[src/rtl/bram18_frame_reader_pkg.sv]
// Shared constants and FSM encodings for the BRAM18 read-side sequencer.
package bram18_frame_reader_pkg;

   localparam int DEPTH_A   = 2048;
   localparam int NUM_WORDS = DEPTH_A / 4;
   localparam int ADDR_W    = 9;
   localparam int DATA_W    = 32;

   localparam logic [ADDR_W-1:0] LAST_ADDR = ADDR_W'(NUM_WORDS - 1);

   typedef enum logic [1:0] {
      RD_IDLE  = 2'd0,
      RD_RUN   = 2'd1,
      RD_DRAIN = 2'd2
   } rd_state_t;

endpackage

[src/rtl/bram18_rd_fifo2.sv]
// Two-entry register FIFO between the BRAM read port and the output stream.
// The head entry is read straight from storage, so it holds still while stalled.
module bram18_rd_fifo2 #(
   parameter int DATA_W = 32
) (
   input  logic              i_clk,
   input  logic              i_rst,
   input  logic              i_push,
   input  logic [DATA_W-1:0] i_data,
   input  logic              i_pop,
   output logic [DATA_W-1:0] o_data,
   output logic [1:0]        o_count
);

   logic [DATA_W-1:0] r_mem [2];
   logic              r_wr_ptr;
   logic              r_rd_ptr;
   logic [1:0]        r_count;

   // storage, pointers and occupancy update
   always_ff @(posedge i_clk) begin
      if (i_rst) begin
         r_mem[0] <= '0;
         r_mem[1] <= '0;
         r_wr_ptr <= 1'b0;
         r_rd_ptr <= 1'b0;
         r_count  <= 2'd0;
      end else begin
         if (i_push) begin
            r_mem[r_wr_ptr] <= i_data;
            r_wr_ptr        <= ~r_wr_ptr;
         end
         if (i_pop) begin
            r_rd_ptr <= ~r_rd_ptr;
         end
         case ({i_push, i_pop})
            2'b10:   r_count <= r_count + 2'd1;
            2'b01:   r_count <= r_count - 2'd1;
            default: r_count <= r_count;
         endcase
      end
   end

   assign o_data  = r_mem[r_rd_ptr];
   assign o_count = r_count;

endmodule

[src/rtl/bram18_frame_reader.sv]
// Read-side sequencer for the BRAM18 line buffer: walks ADDR_B 0..NUM_WORDS-1,
// absorbs the one-cycle read latency and streams words out with backpressure.
// Optional feature macro: BRAM_RD_TLAST_EN adds o_m_last on the final word.
//
// state    | meaning
// ---------+--------------------------------------------------------------
// RD_IDLE  | waiting for i_start (also hosts the DONE cycle, busy still 1)
// RD_RUN   | issuing reads whenever the FIFO has room for the result
// RD_DRAIN | all reads issued; waiting for the last word to be accepted
module bram18_frame_reader
   import bram18_frame_reader_pkg::*;
(
   input  logic              i_clk_b,
   input  logic              i_rst,
   input  logic              i_start,
   output logic              o_busy,
   output logic              o_done,
   output logic [ADDR_W-1:0] o_addr_b,
   output logic              o_en_b,
   input  logic [DATA_W-1:0] i_dout_b,
   output logic [DATA_W-1:0] o_m_data,
   output logic              o_m_valid,
   input  logic              i_m_ready
`ifdef BRAM_RD_TLAST_EN
   ,output logic             o_m_last
`endif
);

`ifdef BRAM_RD_TLAST_EN
   localparam int FIFO_W = DATA_W + 1;
`else
   localparam int FIFO_W = DATA_W;
`endif

   rd_state_t         r_state;
   logic [ADDR_W-1:0] r_addr;
   logic              r_busy;
   logic              r_done;
   logic              r_inflight;
`ifdef BRAM_RD_TLAST_EN
   logic              r_inflight_last;
`endif

   logic [1:0]        w_occ;
   logic              w_pop;
   logic [2:0]        w_level;
   logic              w_en;
   logic [FIFO_W-1:0] w_fifo_din;
   logic [FIFO_W-1:0] w_fifo_dout;

   assign o_m_valid = (w_occ != 2'd0);
   assign w_pop     = o_m_valid & i_m_ready;
   // Words already owed to the FIFO after this cycle's pop; a new read may only
   // be issued if its result is guaranteed a slot when it lands.
   assign w_level   = {1'b0, w_occ} + {2'b00, r_inflight} - {2'b00, w_pop};
   assign w_en      = (r_state == RD_RUN) && (w_level < 3'd2);

`ifdef BRAM_RD_TLAST_EN
   assign w_fifo_din = {r_inflight_last, i_dout_b};
   assign o_m_last   = w_fifo_dout[DATA_W] & o_m_valid;
`else
   assign w_fifo_din = i_dout_b;
`endif
   assign o_m_data = w_fifo_dout[DATA_W-1:0];

   assign o_en_b   = w_en;
   assign o_addr_b = r_addr;
   assign o_busy   = r_busy;
   assign o_done   = r_done;

   bram18_rd_fifo2 #(
      .DATA_W (FIFO_W)
   ) u_fifo (
      .i_clk   (i_clk_b),
      .i_rst   (i_rst),
      .i_push  (r_inflight),
      .i_data  (w_fifo_din),
      .i_pop   (w_pop),
      .o_data  (w_fifo_dout),
      .o_count (w_occ)
   );

   // sequencer FSM, address counter and in-flight tracking
   always_ff @(posedge i_clk_b) begin
      if (i_rst) begin
         r_state    <= RD_IDLE;
         r_addr     <= '0;
         r_busy     <= 1'b0;
         r_done     <= 1'b0;
         r_inflight <= 1'b0;
`ifdef BRAM_RD_TLAST_EN
         r_inflight_last <= 1'b0;
`endif
      end else begin
         r_inflight <= w_en;
`ifdef BRAM_RD_TLAST_EN
         r_inflight_last <= w_en && (r_addr == LAST_ADDR);
`endif
         r_done <= 1'b0;
         case (r_state)
            RD_IDLE: begin
               // busy is still high during the DONE cycle, so a start there is dropped
               if (r_done) begin
                  r_busy <= 1'b0;
               end else if (i_start && !r_busy) begin
                  r_state <= RD_RUN;
                  r_busy  <= 1'b1;
                  r_addr  <= '0;
               end
            end
            RD_RUN: begin
               if (w_en) begin
                  if (r_addr == LAST_ADDR) begin
                     r_state <= RD_DRAIN;
                  end else begin
                     r_addr <= r_addr + 1'b1;
                  end
               end
            end
            RD_DRAIN: begin
               // nothing left in flight and the sole remaining entry leaves now
               if (!r_inflight && (w_occ == 2'd1) && w_pop) begin
                  r_state <= RD_IDLE;
                  r_done  <= 1'b1;
               end
            end
            default: r_state <= RD_IDLE;
         endcase
      end
   end

endmodule

[config.mk]
export PLATFORM = sky130hd
export DESIGN_NAME = bram18_frame_reader
export DESIGN_NICKNAME = d
export VERILOG_FILES = /design/src/rtl/bram18_frame_reader_pkg.sv /design/src/rtl/bram18_rd_fifo2.sv /design/src/rtl/bram18_frame_reader.sv
export SDC_FILE = /design/constraint.sdc
export NUM_CORES = 1
export LEC_CHECK = 0
export ABC_CLOCK_PERIOD_IN_PS = 4800
export CAP_MARGIN = 20
export CORE_MARGIN = 5
export CORE_UTILIZATION = 40
export CTS_CLUSTER_DIAMETER = 100
export CTS_CLUSTER_SIZE = 20
export DETAILED_ROUTE_END_ITERATION = 6
export PLACE_DENSITY_LB_ADDON = 0.15
export SYNTH_ARGS = -nofsm -noshare
export SYNTH_HDL_FRONTEND = slang
export SYNTH_SLANG_ARGS = --single-unit
[constraint.sdc]
create_clock -name i_clk_b -period 4.8 [get_ports i_clk_b]
set_clock_uncertainty 0.05 [all_clocks]
set_input_delay 1.44 -clock i_clk_b [delete_from_list [all_inputs] [get_ports i_clk_b]]
set_output_delay 1.44 -clock i_clk_b [all_outputs]
set_load 0.02 [all_outputs]
======== Word level (Yosys, flattened, before mapping) ========
Memories as Yosys holds them, arrays and structs flattened. A register that Yosys moved wholly into a read port is not among the register bits.
Index checks and enable logic that the tools add are counted.
W data, S select, Z words.
storage, ports and cells
  flip-flop bits (word level) ............. 18
  bits in latches ......................... 0
  bits in writable memories ............... 64
  bits in read-only memories .............. 0
  bits of input ports ..................... 36
  output and inout port bits .............. 45
  word-level logic and storage cells ...... 72
  memories ................................ 1
memory list
  memory        words  width  rd ports  clocked after Yosys merged registers in  wr ports  RTL line               RTL
  u_fifo.r_mem  2      32     1         1                                        2         bram18_rd_fifo2.sv:15  logic [DATA_W-1:0] r_mem [2];
cells by class
  $add $sub $neg .......................... 5
  multiply operators ...................... 0
  divide/modulo/power cells ............... 0
  $lt $le $gt $ge ......................... 1
  equal/unequal tests ..................... 12
  shift-type cells ........................ 0
  multiplexer cells ....................... 25
  bitwise gates (word level) .............. 4
  reductions and logical operators ........ 16
operators by type and width
  kind                   count
  $mux W9                4
  $mux W32               1
  $reduce_or A32 Y1      1
  $pmux W9 S2            1
  $mux W1                12
  $mux W2                5
  $ne A2 B2 Y1 const B   5
  $reduce_and A5 Y1      2
  $add A9 B1 Y9 const B  1
  $eq A9 B9 Y1 const B   1
  $reduce_bool A2 Y1     4
  $eq A2 B1 Y1 const B   3
  $pmux W2 S3            1
  $eq A2 B2 Y1 const B   2
  $logic_and A1 B1 Y1    4
  $pmux W2 S2            1
  $add A2 B1 Y3          1
  $lt A3 B2 Y1 const B   1
  $not A1 Y1             3
  $sub A3 B1 Y3          1
  $add A2 B1 Y2 const B  1
  $logic_not A1 Y1       2
  $logic_not A2 Y1       1
  $ne A2 B1 Y1 const B   1
  4 further kinds        4

======== Depth between registers and ports, before layout ========
  depth in word-level cells ............... 7
  depth in mapped cells ................... 10
  depth with buffers taken out ............ 10

======== Cells and area by module ========
A second synthesis with hierarchy kept.
unflattened totals
  cell total of the unflattened synthesis .. 320
  area total of the unflattened synthesis .. 3,826.2 um^2
modules (own cells, without submodules)
  module               instances  cells each  area each (um^2)  seq. area each (um^2)
  bram18_rd_fifo2      1          229         3,000.4           2,021.9
  bram18_frame_reader  1          91          825.8             280.3

======== Least setup slack after synthesis ========
No wires, ideal clock.
  kind .................................... input-to-output
  start point ............................. input i_m_ready
  end point ............................... output o_en_b
  arrival time ............................ 3.102 ns
  data required time ...................... 3.310 ns
  path slack .............................. 0.208 ns
  stages on the path ...................... 6
  buffers on the path ..................... 0
  path through ............................ nor2b_1 > ha_1 > nand2b_1 > fa_1 > xnor2_1 > and3_1
on the way
  longest elaborated chain between the ends .. 4
RTL lines
  item                 RTL line                   RTL
  start, declared      bram18_frame_reader.sv:23  input logic i_m_ready
  $and A1 B1 Y1        bram18_frame_reader.sv:52  assign w_pop = o_m_valid & i_m_ready;
  $sub A3 B1 Y3        bram18_frame_reader.sv:55  assign w_level = {1'b0, w_occ} + {2'b00, r_inflight} - {2'b00, w_pop};
  $lt A3 B2 Y1         bram18_frame_reader.sv:56  assign w_en = (r_state == RD_RUN) && (w_level < 3'd2);
  $logic_and A1 B1 Y1  bram18_frame_reader.sv:56
  end, declared        bram18_frame_reader.sv:19  output logic o_en_b,
No other way between the ends.

======== Final worst setup path ========
  start point ............................. input i_m_ready
  end point ............................... output o_en_b
on the way
  longest elaborated chain between the ends .. 4
RTL lines
  item                    RTL line                   RTL
  $and A1 B1 Y1           bram18_frame_reader.sv:52
  named net u_fifo.i_pop  bram18_rd_fifo2.sv:10      input logic i_pop,
  $sub A3 B1 Y3           bram18_frame_reader.sv:55
  $lt A3 B2 Y1            bram18_frame_reader.sv:56
  $logic_and A1 B1 Y1     bram18_frame_reader.sv:56
The timed path passes the listed nets, and every way through them passes these cells.

==> summary.txt <==
Timing
  – Final min period: 4750 ps
  – Final Max Slew Viols: 0
  – PnR worst setup slack: 51.9 ps
  – Max Freq: 211 MHz
  – Worst rel slew slack: 32.8%
  – RSZ-0062 raised after global routing: no
  – Setup tns final: 0 ps
  – Final hold violation count: 0
  – Final setup violation count: 0
  – Worst Tran Pin Value: 1010 ps
  – Post-route clock period utilization: 98.9%

Logic synthesis
  – Top_reg_cell synth: edfxtp_1
  – Simple-gate share of the synthesized area: 18.3%
  – Mux cell area share after synthesis: 9.63%
  – EDFF count, synth: 64
  – Synth top area cells: edfxtp_1, and2_1, dfxtp_1
  – Number of unique standard cell types used by synthesis: 43
  – Post-synth net total: 323
  – Largest area contributor in the netlist: edfxtp_1
  – Synthesis-stage register bit count: 83
  – XOR/XNOR share of the synthesized area: 1.40%
  – Post-Syn Area: 3740 um2
  – Avg Synthesized Cell Area: 13.4 um2
  – Adder-Cell Fraction of Synth Area: 2.54%
  – Ys async rst share: 0%
  – Compound-Gate Fraction of Synth Area: 4.28%
  – Yosys top cell area share: 51.4%
  – Main combinational cell family by area after synthesis: simple AND/OR/NAND/NOR gates
  – Gate Count Post-Synth: 280
  – Seq/Total Area, Yosys: 61.5%
  – Yosys Warn Count: 0

Power
  – Maximum VDD drop: 0.321 mV
  – Leak: 1.78 nW
  – Part of the power in combinational logic: 32.7%
  – Clock share of power: 23.1%
  – Cell Pwr Density: 422 nW/um2
  – Sw frac: 30.6%
  – PnR Total Power: 2.07 mW
  – P_int: 1.44 mW
  – Seq pwr share: 44.2%
  – P_sw: 633 uW

Routing
  – DR WL met3: 389 um
  – Post-DRT Antenna Nets: 0
  – DRC: 0
  – Initial detailed-routing violation count: 68
  – Drt pass-1 iters: 4
  – Routed WL: 7600 um
  – Routed length on met1: 3250 um
  – Routed met2 length: 3810 um
  – Top layer in use: met4
  – Vias/cell: 5.03
  – Routed wire length per instance: 15.8 um
  – Routed vias: 2419

Global route
  – Vias in the first global route: 2575
  – Initial antenna violation count: 0
  – Gr usage total: 14.2%
  – First-pass GRT wire length: 12600 um
  – Overflow after GRT: 0
  – Largest net degree at the start of global routing: 33

Final layout
  – Layout area overhead: 31.2%
  – Fin cells: 481
  – Commonest non-fill, non-tap cell in the layout: clkdlybuf4s50_1
  – Final non-filler cell area: 4910 um2
  – Commonest non-fill, non-tap cells in the layout: clkdlybuf4s50_1, and2_1, edfxtp_1, mux2_2, dfxtp_1
  – Antenna cell count: 0
  – Share of cells above drive strength 1: 15.9%
  – Fin nets: 408

Setup path
  – R2r startpoint: u_fifo.o_count[1]
  – Worst Reg-to-Reg Cells: 11
  – Crit Path Category: in2out
  – Worst reg2reg setup slack: 1850 ps
  – Worst r2r dst: o_addr_b[4]
  – WP data required: 3310 ps
  – Worst-path fanout max: 2
  – WP data arrival: 3260 ps
  – Crit end category: primary output
  – CP Launch Type: primary input

Floorplanning
  – Core footprint: 9200 um2
  – Ports: 81
  – Die ar.: 11400 um2
  – Die H: 107 um
  – Starting Density: 40.7%
  – DIE WIDTH: 107 um
  – Row cnt: 35

Placed design
  – Input/output buffers: 80
  – Setup slack at placement: -510 ps
  – Placed cell areas: 4700 um2
  – Post-DP HPWL: 5000 um
  – Dpl cells: 465
  – Placer Congestion: 0.770

Clock network
  – CTS root buf: clkbuf_8
  – Clock Sinks: 83
  – Total clock buffers created by CTS: 9
  – Post-CTS setup buffers: 0
  – Clock transition at path regs: 80 ps
  – Skew-Pair Late Insertion Delay: 350 ps
  – H-tree Lvls: 3
  – Clk buf depth: 2
  – Cts hold-fix bufs: 0
  – TritonCTS clock tree: yes

Min path
  – Hold crit path type: reg2reg
  – Worst Hold Depth: 1
  – Hold endpoint: o_busy
  – Hold path startpoint: o_done

Job
  – Max cap viols: 0

Outcome
  – Status: complete, no violations
## worst max-delay path, stage by stage
cell             delay (ps)
clkdlybuf4s50_1         440
nor2b_2                 150
ha_1                    230
nand2b_4                140
fa_2                    360
xnor2_2                 160
and3_4                  220
buf_6                   110
## logic make-up after synthesis
logic type | count (synthesis)
AND/OR/NAND/NOR | 108
buffers and inverters | 20
flip-flops | 83
multiplexers | 32
adder cells (fa/ha/maj) | 7
XOR/XNOR | 6
AO/OA/AOI/OAI | 24
## layout make-up
| type | instances | area, um2 |
|---|---|---|
| multi-input combinational | 177 | 1400 |
| timing repair buffer | 87 | 855 |
| sequential | 83 | 2300 |
| clock buffer | 10 | 128 |
| inverter | 7 | 26.3 |
| clock inverter | 6 | 56.3 |
| tap | 111 | 139 |
| fill | 822 | 4290 |
## power groups by stage
stage	sequential [mW]	combinational [mW]	clock, mW
after floorplan	0.889	0.407	0
after global placement	0.931	0.655	0
after detailed placement	0.933	0.659	0
after CTS	0.919	0.687	0.489
after global routing	0.929	0.733	0.520
final	0.916	0.676	0.479
## worst max path at each step
stage	cells past startpoint	end	slack (ps)	start
final	8	o_en_b	50	i_m_ready
after global routing	8	o_en_b	3	i_m_ready
after floorplan	6	o_en_b	210	i_m_ready
after detailed placement	8	o_en_b	-510	i_m_ready
after CTS	8	o_en_b	20	i_m_ready
after global placement	8	o_en_b	-500	i_m_ready
## state kept, by name, indices dropped and copies added, names as in the netlist, named ones only
name             cells
u_fifo.o_count       2
r_inflight           1
o_addr_b             9
u_fifo.r_wr_ptr      1
o_done               1
u_fifo.r_mem        64
r_state              2
u_fifo.r_rd_ptr      1
o_busy               1
## metrics by stage
stage	utilization (%)	hold slack, ps
detailed placement	51.1	428
global placement	51.1	424
floorplan	-	431
finish	53.4	435
global route	53.4	468
CTS	53.4	440
## synthesized netlist by cell type, drive strengths merged (3+ instances only)
library cell,count
nor2,10
nand4,3
nand2,6
mux2,32
and2,64
o21ai,4
xor2,3
a311oi,4
dfxtp,19
edfxtp,64
a21oi,10
buf,4
clkbuf,9
nand3,6
inv,7
xnor2,3
ha,6
## layer usage
layer	GRT usage (%)	vias up
met4	6.03	0
met3	3.43	12
met5	0	-
met2	24.5	51
met1	16.9	1182
li1	-	1174
## what timing repair did
item                       in CTS  in global routing
resized for setup              11                  0
cloned                          0                  0
pin swaps                       3                  2
setup endpoints to repair       1                  1
No activity file was read; power rests on OpenSTA's default activity.
